`config.mk`:
```
export PLATFORM = sky130hd
export DESIGN_NAME = mem_bus_scheduler_flat
export DESIGN_NICKNAME = d
export VERILOG_FILES = /design/src/rtl/mem_bus_scheduler_pkg.sv /design/src/rtl/mem_bus_scheduler_if.sv /design/src/rtl/mem_bus_scheduler_rr_priority_pick.sv /design/src/rtl/mem_bus_scheduler.sv /design/src/flat_wrapper.sv
export SDC_FILE = /design/constraint.sdc
export NUM_CORES = 1
export LEC_CHECK = 0
export ABC_AREA = 1
export CAP_MARGIN = 15
export CELL_PAD_IN_SITES_DETAIL_PLACEMENT = 0
export CELL_PAD_IN_SITES_GLOBAL_PLACEMENT = 1
export CORE_UTILIZATION = 43
export DETAILED_ROUTE_END_ITERATION = 10
export PLACE_DENSITY = 0.86
export SKIP_CTS_REPAIR_TIMING = 1
export SLEW_MARGIN = 20
export SYNTH_ARGS = -nofsm -noshare
export SYNTH_HDL_FRONTEND = slang
export SYNTH_SLANG_ARGS = --single-unit
```
`constraint.sdc`:
```
create_clock -name clk -period 2.9 [get_ports clk]
set_input_delay 0.29 -clock clk [delete_from_list [all_inputs] [get_ports clk]]
set_output_delay 0.29 -clock clk [all_outputs]
set_load 0.02 [all_outputs]
```
`src/rtl/mem_bus_scheduler_pkg.sv`:
```
// Shared constants for the memory-bus scheduler: state encoding, master indices
// and default tenure timing.
package mem_bus_pkg;

    localparam int unsigned NREQ = 4;
    localparam int unsigned PTRW = 2;

    localparam int unsigned GRANT_WAIT_DEF = 2;
    localparam int unsigned MAX_TENURE_DEF = 64;
    localparam int unsigned TCNTW_DEF      = 7;

    localparam logic [1:0] IDLE  = 2'd0;
    localparam logic [1:0] GRANT = 2'd1;
    localparam logic [1:0] BUSY  = 2'd2;
    localparam logic [1:0] TURN  = 2'd3;

    localparam int unsigned REQ_DCACHE = 0;
    localparam int unsigned REQ_SYS    = 1;
    localparam int unsigned REQ_ICACHE = 2;
    localparam int unsigned REQ_DMA    = 3;

endpackage

```
`src/rtl/mem_bus_scheduler_if.sv`:
```
// Request/grant/status bundle between the bus masters and the scheduler.
interface mem_bus_scheduler_if #(
    parameter int unsigned NREQ = mem_bus_pkg::NREQ,
    parameter int unsigned PTRW = mem_bus_pkg::PTRW
);
    logic [NREQ-1:0] req;
    logic            bus_busy;
    logic            cfg_fixed_prio;
    logic [NREQ-1:0] grant;
    logic            grant_valid;
    logic [PTRW-1:0] owner;
    logic            bus_idle;
    logic            noshow_err;
    logic            tenure_err;

    modport master (
        output req, bus_busy, cfg_fixed_prio,
        input  grant, grant_valid, owner, bus_idle, noshow_err, tenure_err
    );

    modport slave (
        input  req, bus_busy, cfg_fixed_prio,
        output grant, grant_valid, owner, bus_idle, noshow_err, tenure_err
    );
endinterface

```
`src/rtl/mem_bus_scheduler_rr_priority_pick.sv`:
```
// Combinational rotate + priority encoder: picks the first set request after
// last_ptr (round-robin) or the lowest set index (fixed priority).
module rr_priority_pick #(
    parameter int unsigned NREQ = 4,
    parameter int unsigned PW   = 2
) (
    input  logic [NREQ-1:0] req_i,
    input  logic [PW-1:0]   last_ptr_i,
    input  logic            fixed_i,
    output logic [PW-1:0]   winner_o,
    output logic            any_o
);
    logic [PW-1:0]   start;
    logic [NREQ-1:0] rot;
    logic [NREQ-1:0] sel;
    logic [NREQ:0]   seen;
    logic [PW-1:0]   idx;

    // NREQ is a power of two, so PW-bit addition wraps modulo NREQ
    assign start   = fixed_i ? '0 : PW'(last_ptr_i + PW'(1));
    assign seen[0] = 1'b0;

    for (genvar i = 0; i < NREQ; i++) begin : g_chain
        assign rot[i]    = req_i[PW'(PW'(i) + start)];
        assign sel[i]    = rot[i] & ~seen[i];
        assign seen[i+1] = seen[i] | rot[i];
    end

    always_comb begin
        idx = '0;
        for (int i = 0; i < NREQ; i++) begin
            if (sel[i]) idx = idx | PW'(i);
        end
    end

    assign winner_o = PW'(idx + start);
    assign any_o    = seen[NREQ];
endmodule

```
`src/rtl/mem_bus_scheduler.sv`:
```
// Central memory-bus scheduler: arbitrates masters, sequences each tenure
// (grant, busy, release, turnaround) and flags no-show / over-long tenures.
module mem_bus_scheduler
    import mem_bus_pkg::*;
#(
    parameter int unsigned GRANT_WAIT = GRANT_WAIT_DEF,
    parameter int unsigned MAX_TENURE = MAX_TENURE_DEF,
    parameter int unsigned TCNTW      = TCNTW_DEF
) (
    input  logic              clk,
    input  logic              reset,
    mem_bus_scheduler_if.slave bus
);
    logic [1:0]       state_q,    state_d;
    logic [TCNTW-1:0] cnt_q,      cnt_d;
    logic [PTRW-1:0]  last_ptr_q, last_ptr_d;
    logic [PTRW-1:0]  owner_q,    owner_d;
    logic [NREQ-1:0]  grant_q,    grant_d;
    logic             gvalid_q,   gvalid_d;
    logic             idle_q,     idle_d;
    logic             noshow_q,   noshow_d;
    logic             tenure_q,   tenure_d;

    logic [PTRW-1:0]  pick_winner;
    logic             pick_any;

    rr_priority_pick #(.NREQ(NREQ), .PW(PTRW)) u_pick (
        .req_i      (bus.req),
        .last_ptr_i (last_ptr_q),
        .fixed_i    (bus.cfg_fixed_prio),
        .winner_o   (pick_winner),
        .any_o      (pick_any)
    );

    always_comb begin
        state_d    = state_q;
        cnt_d      = cnt_q;
        last_ptr_d = last_ptr_q;
        owner_d    = owner_q;
        grant_d    = grant_q;
        noshow_d   = noshow_q;
        tenure_d   = tenure_q;

        case (state_q)
            IDLE: begin
                if (pick_any) begin
                    state_d    = GRANT;
                    cnt_d      = '0;
                    grant_d    = NREQ'(1) << pick_winner;
                    owner_d    = pick_winner;
                    last_ptr_d = pick_winner;
                end
            end
            GRANT: begin
                if (bus.bus_busy) begin
                    state_d = BUSY;
                    cnt_d   = '0;
                end else if (!bus.req[owner_q]) begin
                    state_d = TURN;
                    grant_d = '0;
                end else if (cnt_q == TCNTW'(GRANT_WAIT - 1)) begin
                    state_d  = TURN;
                    grant_d  = '0;
                    noshow_d = 1'b1;
                end else begin
                    cnt_d = cnt_q + TCNTW'(1);
                end
            end
            BUSY: begin
                if (!bus.bus_busy) begin
                    state_d = TURN;
                    grant_d = '0;
                end else if (cnt_q != TCNTW'(MAX_TENURE)) begin
                    // flag once the tenure exceeds MAX_TENURE busy cycles; grant is kept
                    cnt_d = cnt_q + TCNTW'(1);
                    if (cnt_q == TCNTW'(MAX_TENURE - 1)) tenure_d = 1'b1;
                end
            end
            default: begin
                state_d = IDLE;
                grant_d = '0;
            end
        endcase

        gvalid_d = |grant_d;
        idle_d   = (state_d == IDLE);
    end

    always_ff @(posedge clk or posedge reset) begin
        if (reset) begin
            state_q    <= IDLE;
            cnt_q      <= '0;
            last_ptr_q <= PTRW'(NREQ - 1);
            owner_q    <= '0;
            grant_q    <= '0;
            gvalid_q   <= 1'b0;
            idle_q     <= 1'b1;
            noshow_q   <= 1'b0;
            tenure_q   <= 1'b0;
        end else begin
            state_q    <= state_d;
            cnt_q      <= cnt_d;
            last_ptr_q <= last_ptr_d;
            owner_q    <= owner_d;
            grant_q    <= grant_d;
            gvalid_q   <= gvalid_d;
            idle_q     <= idle_d;
            noshow_q   <= noshow_d;
            tenure_q   <= tenure_d;
        end
    end

    assign bus.grant       = grant_q;
    assign bus.grant_valid = gvalid_q;
    assign bus.owner       = owner_q;
    assign bus.bus_idle    = idle_q;
    assign bus.noshow_err  = noshow_q;
    assign bus.tenure_err  = tenure_q;
endmodule
```
`src/flat_wrapper.sv`:
```
// flat-port wrapper written by rule: the top's interface ports become plain ports
module mem_bus_scheduler_flat import mem_bus_pkg::*;
#(
    parameter int unsigned GRANT_WAIT = GRANT_WAIT_DEF,
    parameter int unsigned MAX_TENURE = MAX_TENURE_DEF,
    parameter int unsigned TCNTW      = TCNTW_DEF
)
  (clk, reset, bus_req, bus_bus_busy, bus_cfg_fixed_prio, bus_grant, bus_grant_valid, bus_owner, bus_bus_idle, bus_noshow_err, bus_tenure_err);
  mem_bus_scheduler_if bus_i ();
  input  logic clk;
  input  logic reset;
  input wire logic [$bits(bus_i.req)-1:0] bus_req;
  input wire logic [$bits(bus_i.bus_busy)-1:0] bus_bus_busy;
  input wire logic [$bits(bus_i.cfg_fixed_prio)-1:0] bus_cfg_fixed_prio;
  output wire logic [$bits(bus_i.grant)-1:0] bus_grant;
  output wire logic [$bits(bus_i.grant_valid)-1:0] bus_grant_valid;
  output wire logic [$bits(bus_i.owner)-1:0] bus_owner;
  output wire logic [$bits(bus_i.bus_idle)-1:0] bus_bus_idle;
  output wire logic [$bits(bus_i.noshow_err)-1:0] bus_noshow_err;
  output wire logic [$bits(bus_i.tenure_err)-1:0] bus_tenure_err;
  assign bus_i.req = bus_req;
  assign bus_i.bus_busy = bus_bus_busy;
  assign bus_i.cfg_fixed_prio = bus_cfg_fixed_prio;
  assign bus_grant = bus_i.grant;
  assign bus_grant_valid = bus_i.grant_valid;
  assign bus_owner = bus_i.owner;
  assign bus_bus_idle = bus_i.bus_idle;
  assign bus_noshow_err = bus_i.noshow_err;
  assign bus_tenure_err = bus_i.tenure_err;
  mem_bus_scheduler #(.GRANT_WAIT(GRANT_WAIT), .MAX_TENURE(MAX_TENURE), .TCNTW(TCNTW)) u_core (.clk(clk), .reset(reset), .bus(bus_i));
endmodule
```
==> summary.txt <==
Number of max-cap violations -> 0
Setup tns final -> 0 ns
Clk sinks -> 21
Area delta synth->final -> 16.8%
CTS tree -> yes
Vias in the first global route -> 1,124
Final hold violation count -> 0
Die H -> 61.5 µm
DRC violations left -> 0
Num rows -> 21
Syn_area_per_cell -> 6.95 µm²
Nets -> 257
Detailed Route WL -> 3060 µm
I/O Buffers -> 17
Post-route clock period utilization -> 68.2%
Final min period -> 1.98 ns
Worst relative slew slack -> 47.8%
Clock Latency Late Sink -> 0.30 ns
Synth Area in Simple Gates -> 38.9%
Switching part of the total -> 50.1%
Die area -> 3780 µm²
First-pass GRT wire length -> 5070 µm
#FFs+latches synth -> 21
Crit Path Category -> input port to flop
Xor and xnor area share after synthesis -> 0.575%
Critical path capture point type -> flop
Synth top area share -> 29.6%
# diodes -> 0
Gate power share -> 62.4%
Starting Density -> 45.3%
Worst-path maximum fanout -> 8
Post-DRT Antenna Nets -> 0
Post-synthesis sequential area ratio -> 34.8%
Synth area leaders -> dfrtp_1, nand2_1, inv_1, ha_1, dfstp_2
PwrDens -> 903 nW/µm²
Post-Route Skew -> 0.0124 ns
Worst Path Arrival -> 2.17 ns
Gr ovfl total -> 0
Mapped Cells -> 219
Reg power frac -> 29.0%
Largest net degree at the start of global routing -> 22
Drt initial violations -> 74
Area of the core -> 3360 µm²
Worst-case vdd ir drop -> 547 µV
P_leak -> 0.000927 µW
Area leader, netlist -> dfrtp_1
Mux contribution to synthesized area -> 0%
Slew Viols, Final -> 0
Final Core Density -> 52.9%
Largest family of logic cells by synthesized area -> simple AND/OR/NAND/NOR gates
Placed cell count -> 282
Fmax -> 0.506 GHz
Num CTS Buffers -> 3
NetSw -> 804 µW
# setup viols final -> 0
Status -> complete, no violations
Share of cells above drive strength 1 -> 13.8%
Bufs on Longest Clock Path -> 2
Wirelength per Cell -> 10.7 µm
Initial antenna violation count -> 0
Required time of the critical path -> 3.09 ns
Critical path startpoint category -> input port
H-tree Lvls -> 1
DPL Wire Length -> 2480 µm
Final non-filler cell total -> 286
Warnings, synthesis -> 0
Clk pwr share -> 8.6%
Synth cell types -> 25
GP Congestion -> 0.796
IO Count -> 18
Chip Width -> 61.5 µm
Vias post-DR -> 1,343
Compound-Gate Fraction of Synth Area -> 11.1%
Adder-cell share of the synthesized area -> 6.57%
Root buf cell -> clkbuf_4
Tightest Pin Transition -> 0.782 ns
Min-Delay Path Class -> input port to asynchronous set/reset pin
Detailed Routing Iterations Pass 1 -> 4
Global Route Usage Sum -> 18.1%
RSZ-0062 raised after global routing -> false
Via density per instance -> 4.70
Clk slew on worst S/H paths -> 0.12 ns
Internal Dissipation -> 801 µW
Mapped Nets -> 235
Syn Std Cell Area -> 1520 µm²
[synthesized netlist by cell type, drive strengths merged]
master and number:
nor3b 1, o41ai 1, o21a 1, nor2 23, nand2 80, dfstp 3, a21oi 11, nand4 3
ha 8, o21bai 2, a31o 1, nand3 18, nor3 2, o21ai 14, xor2 1, inv 32
dfrtp 18
[layer usage]
| metal | part of all wire (%) | wire length [µm] | vias up | GRT usage (%) |
|---|---|---|---|---|
| met5 | 0 | 0 | - | 0 |
| met3 | 4.1 | 127 | 2 | 3.57 |
| met2 | 40 | 1230 | 25 | 25.7 |
| li1 | - | - | 740 | - |
| met1 | 55 | 1690 | 576 | 28.1 |
| met4 | 0.49 | 15 | 0 | 3.81 |
[power by group through the flow]
stage                     combinational (µW)  sequential, µW  clock, µW
after floorplan                          693             517          0
final                                   1000             466        138
after global routing                    1140             479        156
after CTS                               1010             466        146
after global placement                  1010             474          0
after detailed placement                1010             471          0
[cells by family after synthesis]
group | count (synthesis)
DFF | 21
buffers and inverters | 32
xor gates and xnor gates | 1
and+or+nand+nor | 127
adders and majority gates | 8
AOI/OAI and AO/OA | 30
[worst max-delay path, cell delays in order]
cell             delay (ns)
clkdlybuf4s50_1        0.53
nor2_4                 0.23
nand2_1                0.13
nand3_2                0.09
nand2_2                0.07
nor2_4                 0.14
nand2_1                0.08
nand2_1                0.06
nand2_1                0.09
nand2_1                0.07
nand2_1                0.07
nand2_1                0.09
nand2_1                0.06
o21bai_1               0.11
nand2_1                0.06
[cells in the final DEF (no fill, tap or decap), types with 4 or more instances in the layout]
cell type	instances
nand2_1	70
inv_1	27
nor2_1	19
dfrtp_1	18
clkdlybuf4s50_1	17
nand3_1	14
o21ai_0	14
a21oi_1	10
nand2_2	8
ha_1	8
inv_2	4
nand3_2	4
[area by class of cell]
cell class | instances | area [µm²]
fillers | 361 | 1590
multi-input cells | 166 | 871
flip-flops and latches | 21 | 529
repair buffers | 17 | 170
inverters | 32 | 123
well taps | 46 | 57.6
clock buffers | 3 | 22.5
clock inverters | 1 | 5.00
[metrics by stage]
stage	hold slack (ns)	area, µm²	total power [µW]	setup slack [ns]
after detailed placement	0.466	1750	1480	0.616
after global routing	0.503	1780	1780	0.695
after global placement	0.457	1750	1480	0.569
after CTS	0.435	1780	1620	0.931
after floorplan	0.264	1520	1210	1.16
final	0.410	1780	1600	0.923
[registers in the layout, summed over array words and instances (netlist names)]
| name | cells |
|---|---|
| u_core.bus.noshow_err | 1 |
| u_core.bus.grant | 4 |
| u_core.bus.owner | 2 |
| u_core.state_q | 2 |
| u_core.bus.tenure_err | 1 |
| u_core.bus.bus_idle | 1 |
| u_core.last_ptr_q | 2 |
| u_core.cnt_q | 7 |
| u_core.bus.grant_valid | 1 |
[final timing paths]
check                                                       start                                 to  slack [ns]  cells after the start
worst min register to register  u_core.bus.noshow_err$_DFFE_PP0P_  u_core.bus.noshow_err$_DFFE_PP0P_        0.50                      2
worst max-delay path                           bus_cfg_fixed_prio   u_core.bus.grant_valid$_DFF_PP0_        0.92                     15
worst min-delay path                                        reset        u_core.cnt_q[0]$_DFFE_PP0P_        0.41                      2
worst max register to register   u_core.last_ptr_q[0]$_DFFE_PP1P_   u_core.bus.grant_valid$_DFF_PP0_        0.95                     15
min in group clk                u_core.bus.noshow_err$_DFFE_PP0P_  u_core.bus.noshow_err$_DFFE_PP0P_        0.50                      2
max in group asynchronous                                   reset      u_core.bus.grant[3]$_DFF_PP0_        1.99                      2
Power figures use the tool's default switching activity.
